### config.mk
export PLATFORM = sky130hd
export DESIGN_NAME = comparator_arbiter
export DESIGN_NICKNAME = d
export VERILOG_FILES = /design/src/rtl/comparator_arbiter.sv
export SDC_FILE = /design/constraint.sdc
export NUM_CORES = 1
export LEC_CHECK = 0
export ABC_AREA = 1
export ABC_CLOCK_PERIOD_IN_PS = 7500
export CELL_PAD_IN_SITES_DETAIL_PLACEMENT = 0
export CELL_PAD_IN_SITES_GLOBAL_PLACEMENT = 1
export CORE_ASPECT_RATIO = 0.5
export CORE_MARGIN = 8
export CORE_UTILIZATION = 33
export CTS_CLUSTER_SIZE = 25
export DETAILED_ROUTE_END_ITERATION = 10
export PLACE_DENSITY_LB_ADDON = 0.12
export SETUP_SLACK_MARGIN = 0.2
export SYNTH_ARGS = -nofsm -noshare
export SYNTH_HDL_FRONTEND = slang
export SYNTH_SLANG_ARGS = --single-unit
### constraint.sdc
create_clock -name clk -period 7.5 [get_ports clk]
set_input_delay 1.125 -clock clk [delete_from_list [all_inputs] [get_ports clk]]
set_output_delay 1.125 -clock clk [all_outputs]
set_load 0.02 [all_outputs]
### src/rtl/comparator_arbiter.sv
`default_nettype none
// +--------------------------------------------------------------------------+
// | comparator_arbiter: 4-way round-robin arbiter feeding an N-bit equality   |
// | comparator, with response handshake and completion/match counters.       |
// | Revision: 1.0                                                             |
// +--------------------------------------------------------------------------+

module comparator_arbiter_eq #(
  parameter int N = 32
) (
  input  logic [N-1:0] i_a,
  input  logic [N-1:0] i_b,
  output logic         o_eq
);
  logic [N-1:0] w_bit;

  for (genvar gi = 0; gi < N; gi++) begin : g_bit
    assign w_bit[gi] = ~(i_a[gi] ^ i_b[gi]);
  end

  assign o_eq = &w_bit;
endmodule

module comparator_arbiter #(
  parameter int N = 32,
  parameter int R = 4
) (
  input  logic           clk,
  input  logic           rst,
  input  logic [R-1:0]   req_valid,
  input  logic [R*N-1:0] req_a,
  input  logic [R*N-1:0] req_b,
  output logic [R-1:0]   req_ready,
  output logic           resp_valid,
  output logic [1:0]     resp_id,
  output logic           resp_eq,
  input  logic           resp_ready,
  output logic           busy,
  output logic [15:0]    total_count,
  output logic [15:0]    match_count
);
  localparam logic [1:0] S_IDLE = 2'd0;
  localparam logic [1:0] S_CMP  = 2'd1;
  localparam logic [1:0] S_RESP = 2'd2;

  logic [1:0]   r_state;
  logic [1:0]   w_next;
  logic [1:0]   r_ptr;
  logic [1:0]   r_id;
  logic [N-1:0] r_a;
  logic [N-1:0] r_b;
  logic         r_eq;
  logic [15:0]  r_total;
  logic [15:0]  r_match;

  logic [2*R-1:0] w_dbl;
  logic [R-1:0]   w_rot;
  logic [1:0]     w_off;
  logic [1:0]     w_gidx;
  logic           w_any;
  logic           w_take;
  logic           w_done;
  logic           w_eq;
  logic [N-1:0]   w_sel_a;
  logic [N-1:0]   w_sel_b;

  // Rotate the request vector so bit 0 is the requester at the pointer.
  assign w_dbl = {req_valid, req_valid};
  assign w_rot = w_dbl[r_ptr +: R];

  always_comb begin
    w_any = 1'b0;
    w_off = 2'd0;
    for (int k = R - 1; k >= 0; k--) begin
      if (w_rot[k]) begin
        w_any = 1'b1;
        w_off = 2'(k);
      end
    end
  end

  assign w_gidx  = r_ptr + w_off;
  assign w_take  = (r_state == S_IDLE) && w_any && !rst;
  assign w_done  = (r_state == S_RESP) && resp_ready;
  assign w_sel_a = req_a[int'(w_gidx)*N +: N];
  assign w_sel_b = req_b[int'(w_gidx)*N +: N];

  comparator_arbiter_eq #(.N(N)) u_eq (
    .i_a  (r_a),
    .i_b  (r_b),
    .o_eq (w_eq)
  );

  always_ff @(posedge clk or posedge rst) begin
    if (rst) begin
      r_state <= S_IDLE;
    end else begin
      r_state <= w_next;
    end
  end

  always_comb begin
    w_next = r_state;
    case (r_state)
      S_IDLE:  if (w_any) w_next = S_CMP;
      S_CMP:   w_next = S_RESP;
      S_RESP:  if (resp_ready) w_next = S_IDLE;
      default: w_next = S_IDLE;
    endcase
  end

  always_comb begin
    req_ready  = '0;
    resp_valid = (r_state == S_RESP);
    busy       = (r_state != S_IDLE);
    if (w_take) begin
      req_ready = R'(1) << w_gidx;
    end
  end

  always_ff @(posedge clk or posedge rst) begin
    if (rst) begin
      r_ptr   <= 2'd0;
      r_id    <= 2'd0;
      r_a     <= '0;
      r_b     <= '0;
      r_eq    <= 1'b0;
      r_total <= 16'd0;
      r_match <= 16'd0;
    end else begin
      if (w_take) begin
        r_a  <= w_sel_a;
        r_b  <= w_sel_b;
        r_id <= w_gidx;
      end
      if (r_state == S_CMP) begin
        r_eq <= w_eq;
      end
      if (w_done) begin
        r_ptr   <= r_id + 2'd1;
        r_total <= r_total + 16'd1;
        if (r_eq) begin
          r_match <= r_match + 16'd1;
        end
      end
    end
  end

  assign resp_id     = r_id;
  assign resp_eq     = r_eq;
  assign total_count = r_total;
  assign match_count = r_match;
endmodule

`default_nettype wire
==> summary.txt, run 1 <==
GRT
  • First-pass GRT wire length: 39.5 mm
  • Largest net degree at the start of global routing: 67
  • Initial antenna violation count: 0
  • Vias in the first global route: 7,298
  • All-Layer GR Usage: 18.3%
  • Total gr overflow: 0

Synthesis
  • Most frequent cells after synthesis: nand2_1 (280), nand3_1 (151), mux2i_1 (128), dfrtp_1 (103), inv_1 (46)
  • Unique masters post-synth: 31
  • Gate Count Post-Synth: 896
  • Mapped Area: 7030 µm²
  • Post-synth top area share: between 30% and 40%
  • Syn nets: 1,163
  • Seq/Total Area, Yosys: 36.7%
  • Main synth FF type: dfrtp_1
  • Async SR Flop Fraction: 100%
  • Ys Warns: 0
  • Post-Syn Area per Cell: between 7 and 8 µm²
  • Yosys reg bits: 103
  • Area leader, netlist: dfrtp_1
  • Cell with the most instances after synthesis: nand2_1
  • EDFF count, synth: 0
  • Top cells by area, synth: dfrtp_1 (37%), mux2i_1 (18%), nand2_1 (15%)

Routing
  • First-pass DRT Iterations: 4
  • DR DRC count: 0
  • WL/cell: 17.1 µm
  • Routed vias: 6,891
  • Starting DRT DRC Count: 371
  • DR vias/cell: between 4 and 5
  • Wirelength, routed: approximately 25 mm
  • Remaining antenna violation count after routing: 0

Floorplanning
  • Initial core utilization: 33.9%
  • Core area: roughly 21,000 µm²
  • Die ar.: 26,500 µm²
  • # rows: 37
  • Die Y: about 120 µm
  • I/O pins: 304
  • Horiz. Die Dim: approximately 220 µm

Worst setup path
  • Critical Path End Type: output pin
  • Worst R2R End: r_a[15]
  • Slowest stage delay, CP: 0.65 ns
  • Crit path cell chain: clkdlybuf4s50_1, nand2_1, nand3_1, nand2_1, nand3_1, a21boi_0, ha_4, xor2_1, nand2_2, nand2_2, buf_4, nor3b_1, clkdlybuf4s50_1
  • Worst Setup Path Type: primary input to output pin
  • Reg2reg path depth: 12
  • Buf+Inv Stages, Crit Path: 3
  • Critical Path Fanout Max: 39
  • Critical-path top delay cell: clkdlybuf4s50_1
  • Worst Setup Start Kind: primary input
  • RR Startpoint: r_ptr[0]
  • CP delay by family, top: buffers and inverters
  • Flop2flop setup slack: about 3.9 ns
  • WP data required: between 6 and 7 ns
  • CP Data Arrival Time: around 4.7 ns

Timing
  • Slew Limit Headroom: between 30% and 40%
  • # setup viols final: 0
  • Final Cycle Share: between 70% and 80%
  • Setup TNS: 0 ns
  • RSZ-0062 raised after global routing: false
  • Final hold violation count: 0
  • Clock Skews: 0.00901 ns
  • Fin. max-slew vios: 0
  • Slew of the pin with the lowest slew margin: 0.995 ns
  • Final min period: slightly below 6 ns
  • Max Clk Rate: 171 MHz

Finish
  • Number of diodes: 0
  • Nets: 1,434
  • Multi-input gate area: roughly 4000 µm²
  • Post-layout util: 50.5%
  • Sequential cell area: 2580 µm²
  • Non-Filler Instances: 1,444
  • Share of cells above drive strength 1: 4.01%
  • Area Overhead vs Synth: 48.9%
  • Filler cells: 2,023

Clock network
  • Post-CTS Hold Buffers: 0
  • Postcts setup bufs: 0
  • Root Driver: clkbuf_16
  • Num CTS Buffers: 9
  • Post_cts resized: 0
  • Max clock buf depth: 2
  • Worst-path clk slew: 0.07 ns
  • CTS H-tree depth: 3
  • Sink Count: 103
  • CTS tree: yes
  • Worst skew pair latency: 0.35 ns

Pwr
  • Leakage: 4.96 nW
  • Total Power: between 4 and 5 mW
  • Maximum VDD drop: 0.000299 V
  • PwrDens: approximately 410 nW/µm²

Placed design
  • RePlAce Congestion: roughly 0.82
  • Number of port buffers: 303
  • Placed cell count: 1,429
  • Post-DP HPWL: 19.8 mm

Worst hold path
  • Hold endpoint: total_count[15]
  • Hold_sp: total_count[15]
  • Hold path depth: 1
  • Hold Path Class: flip-flop to flip-flop

Run
  • Maxcap violations: 0

Outcome
  • Status: completed
per-layer routing:
| metal | share of wire [%] | up-vias | GRT usage (%) |
|---|---|---|---|
| met4 | 0.93 | 0 | 3.36 |
| met3 | 5.1 | 16 | 4.56 |
| li1 | - | 3506 | - |
| met2 | 46 | 153 | 29.9 |
| met1 | 47 | 3216 | 24.5 |
| met5 | 0 | - | 0 |
report_power, final:
part | switching [mW] | internal, mW | leakage (nW)
Clock | 0.212 | 0.258 | 0.135
Combinational | 1.64 | 1.20 | 3.53
Sequential | 0.186 | 0.761 | 1.29
Total | 2.03 | 2.22 | 4.96
metrics by stage:
stage | area, µm² | hold slack, ns | setup slack [ns]
6_report | 10500 | 0.469 | 1.66
4_1_cts | 10500 | 0.477 | 1.65
5_1_grt | 10500 | 0.510 | 1.42
3_3_place_gp | 10200 | 0.460 | 1.73
3_5_place_dp | 10200 | 0.462 | 1.66
2_1_floorplan | 7030 | 0.449 | 2.07
area by class of cell:
class	instances	share of cell area, %
multi-input cells	691	38.0
repair buffers	311	29.6
inverters	51	1.85
clock buffers	10	2.19
flip-flops and latches	103	24.6
clock inverters	5	0.562
well taps	273	3.26
how the worst max path moves through the flow:
stage                 start      endpoint  slack (ns)  cells after the start
6_report       req_valid[3]  req_ready[2]        1.66                     13
3_5_place_dp   req_valid[0]  req_ready[2]        1.66                     13
2_1_floorplan           rst  req_ready[2]        2.07                      4
5_1_grt        req_valid[3]  req_ready[2]        1.42                     13
3_3_place_gp   req_valid[1]  req_ready[2]        1.73                     13
4_1_cts        req_valid[0]  req_ready[2]        1.65                     13
placed cells by master, fill, tap and decap left out, types with 2 or more instances in the layout:
master / n
nand4_1: 7
nor2_4: 2
clkinvlp_4: 2
nand2_2: 7
inv_2: 5
nand3b_1: 2
o22ai_1: 7
nor2_2: 3
nand2_1: 280
xor2_1: 18
xnor2_1: 17
clkdlybuf4s50_1: 303
nor3_1: 10
nand3_1: 151
ha_1: 3
a21oi_1: 3
clkbuf_16: 9
buf_4: 8
nor2_1: 33
mux2i_1: 128
dfrtp_1: 103
o21ai_0: 10
inv_1: 45
cell families after synthesis:
kind of cell,after synthesis,share of synthesized area (%)
buf+inv,102,7.07
compound gates,22,1.74
xor+xnor,35,4.36
simple gates,502,31.2
flops,103,36.7
fa+ha+maj,4,0.712
mux,128,18.2
flip-flops by register name, indices dropped and copies added (netlist names):
name	flops
r_state	2
resp_id	2
r_ptr	2
r_a	32
match_count	16
r_b	32
resp_eq	1
total_count	16
(Power assumes the default switching activity.)
==> run 2, diff against run 1 <==
--- a/config.mk
+++ b/config.mk
@@ -6,12 +6,12 @@
 export NUM_CORES = 1
 export LEC_CHECK = 0
 export ABC_AREA = 1
-export ABC_CLOCK_PERIOD_IN_PS = 7500
+export ABC_CLOCK_PERIOD_IN_PS = 5500
 export CELL_PAD_IN_SITES_DETAIL_PLACEMENT = 0
 export CELL_PAD_IN_SITES_GLOBAL_PLACEMENT = 1
 export CORE_ASPECT_RATIO = 0.5
 export CORE_MARGIN = 8
-export CORE_UTILIZATION = 33
+export CORE_UTILIZATION = 30
 export CTS_CLUSTER_SIZE = 25
 export DETAILED_ROUTE_END_ITERATION = 10
 export PLACE_DENSITY_LB_ADDON = 0.12
==> constraint.sdc (replaced) <==
create_clock -name clk -period 5.5 [get_ports clk]
set_input_delay 0.825 -clock clk [delete_from_list [all_inputs] [get_ports clk]]
set_output_delay 0.825 -clock clk [all_outputs]
set_load 0.02 [all_outputs]
==> run 2 against run 1 <==
  * Cell count grew 2.4%
  * Critical path depth is the same
  * Largest power group unchanged
  * Total power grew 37%
  * Global-route usage shrank 1.2 points
==> summary.txt, run 2 (synthesis gave the netlist of run 1 again) <==
Outcome
  • Status: completed

Finish
  • Number of diodes: 0
  • Post-Layout Inst Area: 10,500 µm²
  • Area Overhead vs Synth: 49.6%
  • Post-layout util: 45.9%
  • Commonest non-fill, non-tap cells in the layout: clkdlybuf4s50_1 (302), nand2_1 (280), nand3_1 (151), mux2i_1 (128), dfrtp_1 (103)
  • Largest regs: r_a: 32 flops, r_b: 32 flops
  • Commonest non-fill, non-tap cell in the layout: clkdlybuf4s50_1
  • Nets: 1,434
  • Share of cells above drive strength 1: 4.18%

Timing
  • Final hold violation count: 0
  • Setup TNS: 0 ns
  • Clock Skews: around 0.0059 ns
  • Final min period: 4.48 ns
  • RSZ-0062 raised after global routing: false
  • Final Cycle Share: 81.5%
  • Fin. max-slew vios: 0
  • Slew Limit Headroom: between 20% and 30%
  • # setup viols final: 0
  • Slew of the pin with the lowest slew margin: approximately 1.1 ns
  • Max Clk Rate: approximately 220 MHz

Worst setup path
  • WP data required: 4.68 ns
  • Crit path cell chain: clkdlybuf4s50_1, nand2_1, nand3_1, nand2_1, nand3_1, a21boi_0, ha_4, xor2_1, inv_1, nand3_2, nand2_2, nor3_1, clkdlybuf4s50_1
  • CP Data Arrival Time: 3.66 ns
  • Critical-path top delay cell: clkdlybuf4s50_1
  • Slowest stage delay, CP: 0.68 ns
  • Critical Path End Type: output pin
  • Critical Path Fanout Max: 4
  • Worst Setup Path Type: primary input to output pin
  • Worst Setup Start Kind: primary input

GRT
  • Largest net degree at the start of global routing: 129
  • Total gr overflow: 0
  • Met1 Use GR: about 23%
  • Grt met2 use: 28.0%
  • Gr busiest metal: met2
  • Initial antenna violation count: 0
  • Vias in the first global route: 7,236
  • All-Layer GR Usage: 17.1%
  • Met3 global-route usage: 4.12%
  • First-pass GRT wire length: 39.6 mm

Routing
  • Wirelength, routed: around 25 mm
  • WL/cell: 17.1 µm
  • DR vias/cell: ~4.7
  • DR DRC count: 0
  • Routed vias: around 7,000
  • First-pass DRT Iterations: 6
  • Starting DRT DRC Count: between 300 and 400
  • Remaining antenna violation count after routing: 0

Clock network
  • Max clock buf depth: 2
  • Root Driver: clkbuf_16
  • Post-CTS Hold Buffers: 0
  • Worst-path clk slew: around 0.070 ns
  • Sink Count: ~100
  • Postcts setup bufs: 0
  • CTS H-tree depth: 3
  • Num CTS Buffers: 9
  • Post_cts resized: 0
  • Worst skew pair latency: approximately 0.36 ns
  • CTS tree: yes

Floorplanning
  • Core area: 22,900 µm²
  • Die Y: ~120 µm
  • # rows: 39
  • Horiz. Die Dim: 232 µm
  • I/O pins: roughly 300
  • Die ar.: 28,900 µm²
  • Initial core utilization: between 30% and 40%

Run
  • Maxcap violations: 0

Pwr
  • Leakage: 4.97 nW
  • PwrDens: roughly 560 nW/µm²
  • Maximum VDD drop: about 0.001 V

Placed design
  • Post-DP HPWL: 19.7 mm
  • Placed cell areas: 10,200 µm²
  • RePlAce Congestion: 0.783
  • Number of port buffers: 303

Worst hold path
  • Hold Path Class: flip-flop to flip-flop
run 2: changes by cell type in the layout (fill, tap and decap cells not counted):
| cell | change |
|---|---|
| clkbuf_8 | +3 |
| buf_12 | +1 |
| bufinv_16 | -1 |
| clkbuf_1 | -1 |
| clkdlybuf4s50_1 | -1 |
| clkinv_2 | +1 |
| clkinvlp_4 | -1 |
| inv_6 | -1 |
run 2: cell type report:
type / instances / area, µm²
well taps: 307 / 384
flip-flops and latches: 103 / 2580
clock inverters: 3 / 17.5
multi-input cells: 691 / 3970
inverters: 51 / 194
repair buffers: 311 / 3100
clock buffers: 12 / 267
fillers: 2319 / 12400
run 2: critical path: cells and delay by family:
kind	cells	cell delay (ns)
fa+ha+maj	1	0.20
compound gates	1	0.38
simple gates	7	0.83
buf+inv	3	1.19
xor+xnor	1	0.22
run 2: final timing paths:
path,start,end,slack [ns],cells after the start
hold reg to reg,total_count[15],total_count[15],0.48,1
max in group asynchronous,rst,r_a[1],3.18,4
setup reg to reg,r_ptr[0],r_b[16],2.32,12
min in group asynchronous,rst,r_b[2],1.25,3
hold / removal,total_count[15],total_count[15],0.48,1
setup / recovery,req_valid[0],req_ready[1],1.02,13
run 2: stage by stage:
step | setup slack (ns) | power [mW] | instances | hold slack (ns)
2_1_floorplan | 0.670 | 4.35 | 896 | 0.449
3_3_place_gp | 1.10 | 5.24 | 1463 | 0.462
3_5_place_dp | 1.06 | 5.27 | 1463 | 0.466
4_1_cts | 1.03 | 5.93 | 1478 | 0.477
5_1_grt | 0.836 | 6.37 | 1478 | 0.502
6_report | 1.02 | 5.85 | 1478 | 0.478
run 2: power by group:
group          switching, mW  internal (mW)  total [mW]  leakage, nW
logic                   2.25           1.68        3.93         3.54
clock network          0.292          0.341       0.633        0.140
registers              0.252           1.04        1.29         1.29
total                   2.80           3.06        5.85         4.97
run 2: routing by layer:
layer | wire [µm] | vias to the layer above
met5 | 0 | -
met4 | 314 | 0
met3 | 1210 | 18
met2 | 12000 | 139
met1 | 11700 | 3283
li1 | - | 3502
==> run 3, diff against run 2 <==
--- a/config.mk
+++ b/config.mk
@@ -6,7 +6,7 @@
 export NUM_CORES = 1
 export LEC_CHECK = 0
 export ABC_AREA = 1
-export ABC_CLOCK_PERIOD_IN_PS = 5500
+export ABC_CLOCK_PERIOD_IN_PS = 4610
 export CELL_PAD_IN_SITES_DETAIL_PLACEMENT = 0
 export CELL_PAD_IN_SITES_GLOBAL_PLACEMENT = 1
 export CORE_ASPECT_RATIO = 0.5
==> constraint.sdc (replaced) <==
create_clock -name clk -period 4.61 [get_ports clk]
set_input_delay 0.6915 -clock clk [delete_from_list [all_inputs] [get_ports clk]]
set_output_delay 0.6915 -clock clk [all_outputs]
set_load 0.02 [all_outputs]
==> run 3 against run 2 <==
  * Routed wire length is 0.31% higher
  * Clock-buffer cell count is 3 lower
  * Worst hold slack worse by 0.0084 ns
  * Worst setup slack worse by 0.62 ns
  * Via count is 0.16% higher
  * Largest cell class unchanged
==> summary.txt, run 3 (synthesis gave the netlist of run 1 again) <==
GRT
  • Total gr overflow: 0
  • Largest net degree at the start of global routing: 129
  • Vias in the first global route: between 7,000 and 8,000
  • First-pass GRT wire length: between 30 and 40 mm
  • Initial antenna violation count: 0
  • All-Layer GR Usage: roughly 17%

Pwr
  • Sw Ratio: 48.0%
  • Clock power frac: ~11%
  • Power share of the combinational group: 66.8%
  • Psw: 3.36 mW
  • Maximum VDD drop: 0.00101 V
  • Total Power: 7.00 mW
  • Leakage: roughly 5.0 nW
  • Int Pwr: 3.64 mW
  • Part of the power in registers: between 20 and 25%
  • PwrDens: ~660 nW/µm²

Timing
  • Final Cycle Share: 91.4%
  • Max Clk Rate: between 200 and 250 MHz
  • Final min period: 4.21 ns
  • Slew of the pin with the lowest slew margin: 0.943 ns
  • Final hold violation count: 0
  • Slew Limit Headroom: between 30% and 40%
  • Fin. max-slew vios: 0
  • RSZ-0062 raised after global routing: false
  • Worst hold slack: 0.470 ns
  • # setup viols final: 0
  • Setup TNS: 0 ns
  • Clock Skews: approximately 0.0075 ns
  • PnR worst setup slack: 0.398 ns

Floorplanning
  • I/O pins: slightly above 300
  • Initial core utilization: 30.7%
  • Die Y: 124 µm
  • # rows: 39
  • Die ar.: between 20,000 and 30,000 µm²
  • Core area: 22,900 µm²
  • Horiz. Die Dim: 232 µm

Finish
  • Post-Layout Inst Area: between 10,000 and 15,000 µm²
  • Nets: between 1,000 and 1,500
  • Largest regs: r_a: 32 flops, r_b: 32 flops
  • Commonest non-fill, non-tap cells in the layout: clkdlybuf4s50_1 (302), nand2_1 (280), nand3_1 (151), mux2i_1 (128), dfrtp_1 (103)
  • Area Overhead vs Synth: 49.8%
  • Commonest non-fill, non-tap cell in the layout: clkdlybuf4s50_1
  • Number of diodes: 0
  • Share of cells above drive strength 1: 4.27%
  • Non-Filler Instances: 1,479
  • Filler cells: 2,317
  • Post-layout util: 46.0%

Worst setup path
  • Reg2reg path depth: 14
  • WP data required: 3.92 ns
  • Critical Path Fanout Max: 5
  • Critical-path top delay cell: clkdlybuf4s50_1
  • CP Data Arrival Time: about 3.5 ns
  • Crit path cell chain: clkdlybuf4s50_1, nand2_1, nand3_1, nand2_1, nand3_1, a21boi_0, ha_4, xor2_1, inv_1, nand3_2, nand2_2, nor3_1, clkdlybuf4s50_1
  • Worst Setup Start Kind: primary input
  • Slowest stage delay, CP: 0.64 ns
  • Critical Path End Type: output pin
  • Flop2flop setup slack: 1.40 ns
  • Worst R2R End: r_b[25]
  • RR Startpoint: r_ptr[0]
  • CP delay by family, top: buffers and inverters
  • Worst Setup Path Type: primary input to output pin
  • Buf+Inv Stages, Crit Path: 3

Routing
  • DR DRC count: 0
  • First-pass DRT Iterations: 5
  • Remaining antenna violation count after routing: 0
  • DR vias/cell: approximately 4.7
  • Routed vias: 6,953
  • Wirelength, routed: between 20 and 30 mm
  • WL/cell: 17.1 µm
  • Starting DRT DRC Count: 368

Clock network
  • Max clock buf depth: 2
  • CTS tree: yes
  • Num CTS Buffers: 9
  • Root Driver: clkbuf_16
  • Post_cts resized: 0
  • CTS H-tree depth: 3
  • Worst skew pair latency: 0.36 ns
  • Sink Count: about 100
  • Post-CTS Hold Buffers: 0
  • Postcts setup bufs: 0
  • Worst-path clk slew: 0.07 ns

Worst hold path
  • Hold Path Class: flip-flop to flip-flop
  • Hold_sp: total_count[15]
  • Hold endpoint: total_count[15]
  • Hold path depth: 1

Placed design
  • Post-DP HPWL: 19.6 mm
  • Placed cell count: 1,463
  • Number of port buffers: 303
  • Placed cell areas: 10,200 µm²
  • Pre-CTS WS: 0.411 ns
  • RePlAce Congestion: 0.770

Outcome
  • Status: completed

Run
  • Maxcap violations: 0
[run 3: final cells by class]
cell class | instances | area (µm²) | share of cell area [%]
clock buffers | 9 | 225 | 2.14
clock inverters | 7 | 71.3 | 0.677
inverters | 51 | 195 | 1.85
multi-input cells | 691 | 3970 | 37.7
flip-flops and latches | 103 | 2580 | 24.5
well taps | 307 | 384 | 3.65
repair buffers | 311 | 3100 | 29.5
[run 3: layer usage]
layer	track usage, %	part of all wire [%]	up-vias
met4	3.52	1.3	0
met5	0	0	-
met1	22.4	46	3254
li1	-	-	3511
met3	3.91	5.0	19
met2	28.5	48	169
[run 3: worst max-delay path by stage]
stage	startpoint	endpoint	slack [ns]	cells after the start
after floorplan	rst	req_ready[0]	1.05	4
after CTS	req_valid[3]	req_ready[0]	0.41	13
after detailed placement	req_valid[3]	req_ready[0]	0.41	13
after global placement	req_valid[1]	req_ready[0]	0.61	13
final	req_valid[3]	req_ready[1]	0.40	13
after global routing	req_valid[0]	req_ready[0]	0.21	12
[run 3: worst register-to-register path, cell delays in order (launching register included)]
cell      delay (ns)
dfrtp_1         0.55
inv_2           0.10
nand2_1         0.09
nand3_1         0.09
nand2_1         0.11
nand3_1         0.07
a21boi_0        0.40
ha_4            0.20
xor2_1          0.25
inv_1           0.10
nand3_2         0.10
buf_4           0.56
nand3_1         0.29
nand3_1         0.14
nand2_1         0.06
[run 3: power groups by stage]
| stage | Combinational (mW) | Clock, mW | Sequential [mW] |
|---|---|---|---|
| final | 4.68 | 0.778 | 1.54 |
| after global placement | 4.73 | 0 | 1.55 |
| after detailed placement | 4.75 | 0 | 1.55 |
| after CTS | 4.77 | 0.815 | 1.54 |
| after floorplan | 3.73 | 0 | 1.46 |
| after global routing | 5.23 | 0.836 | 1.58 |
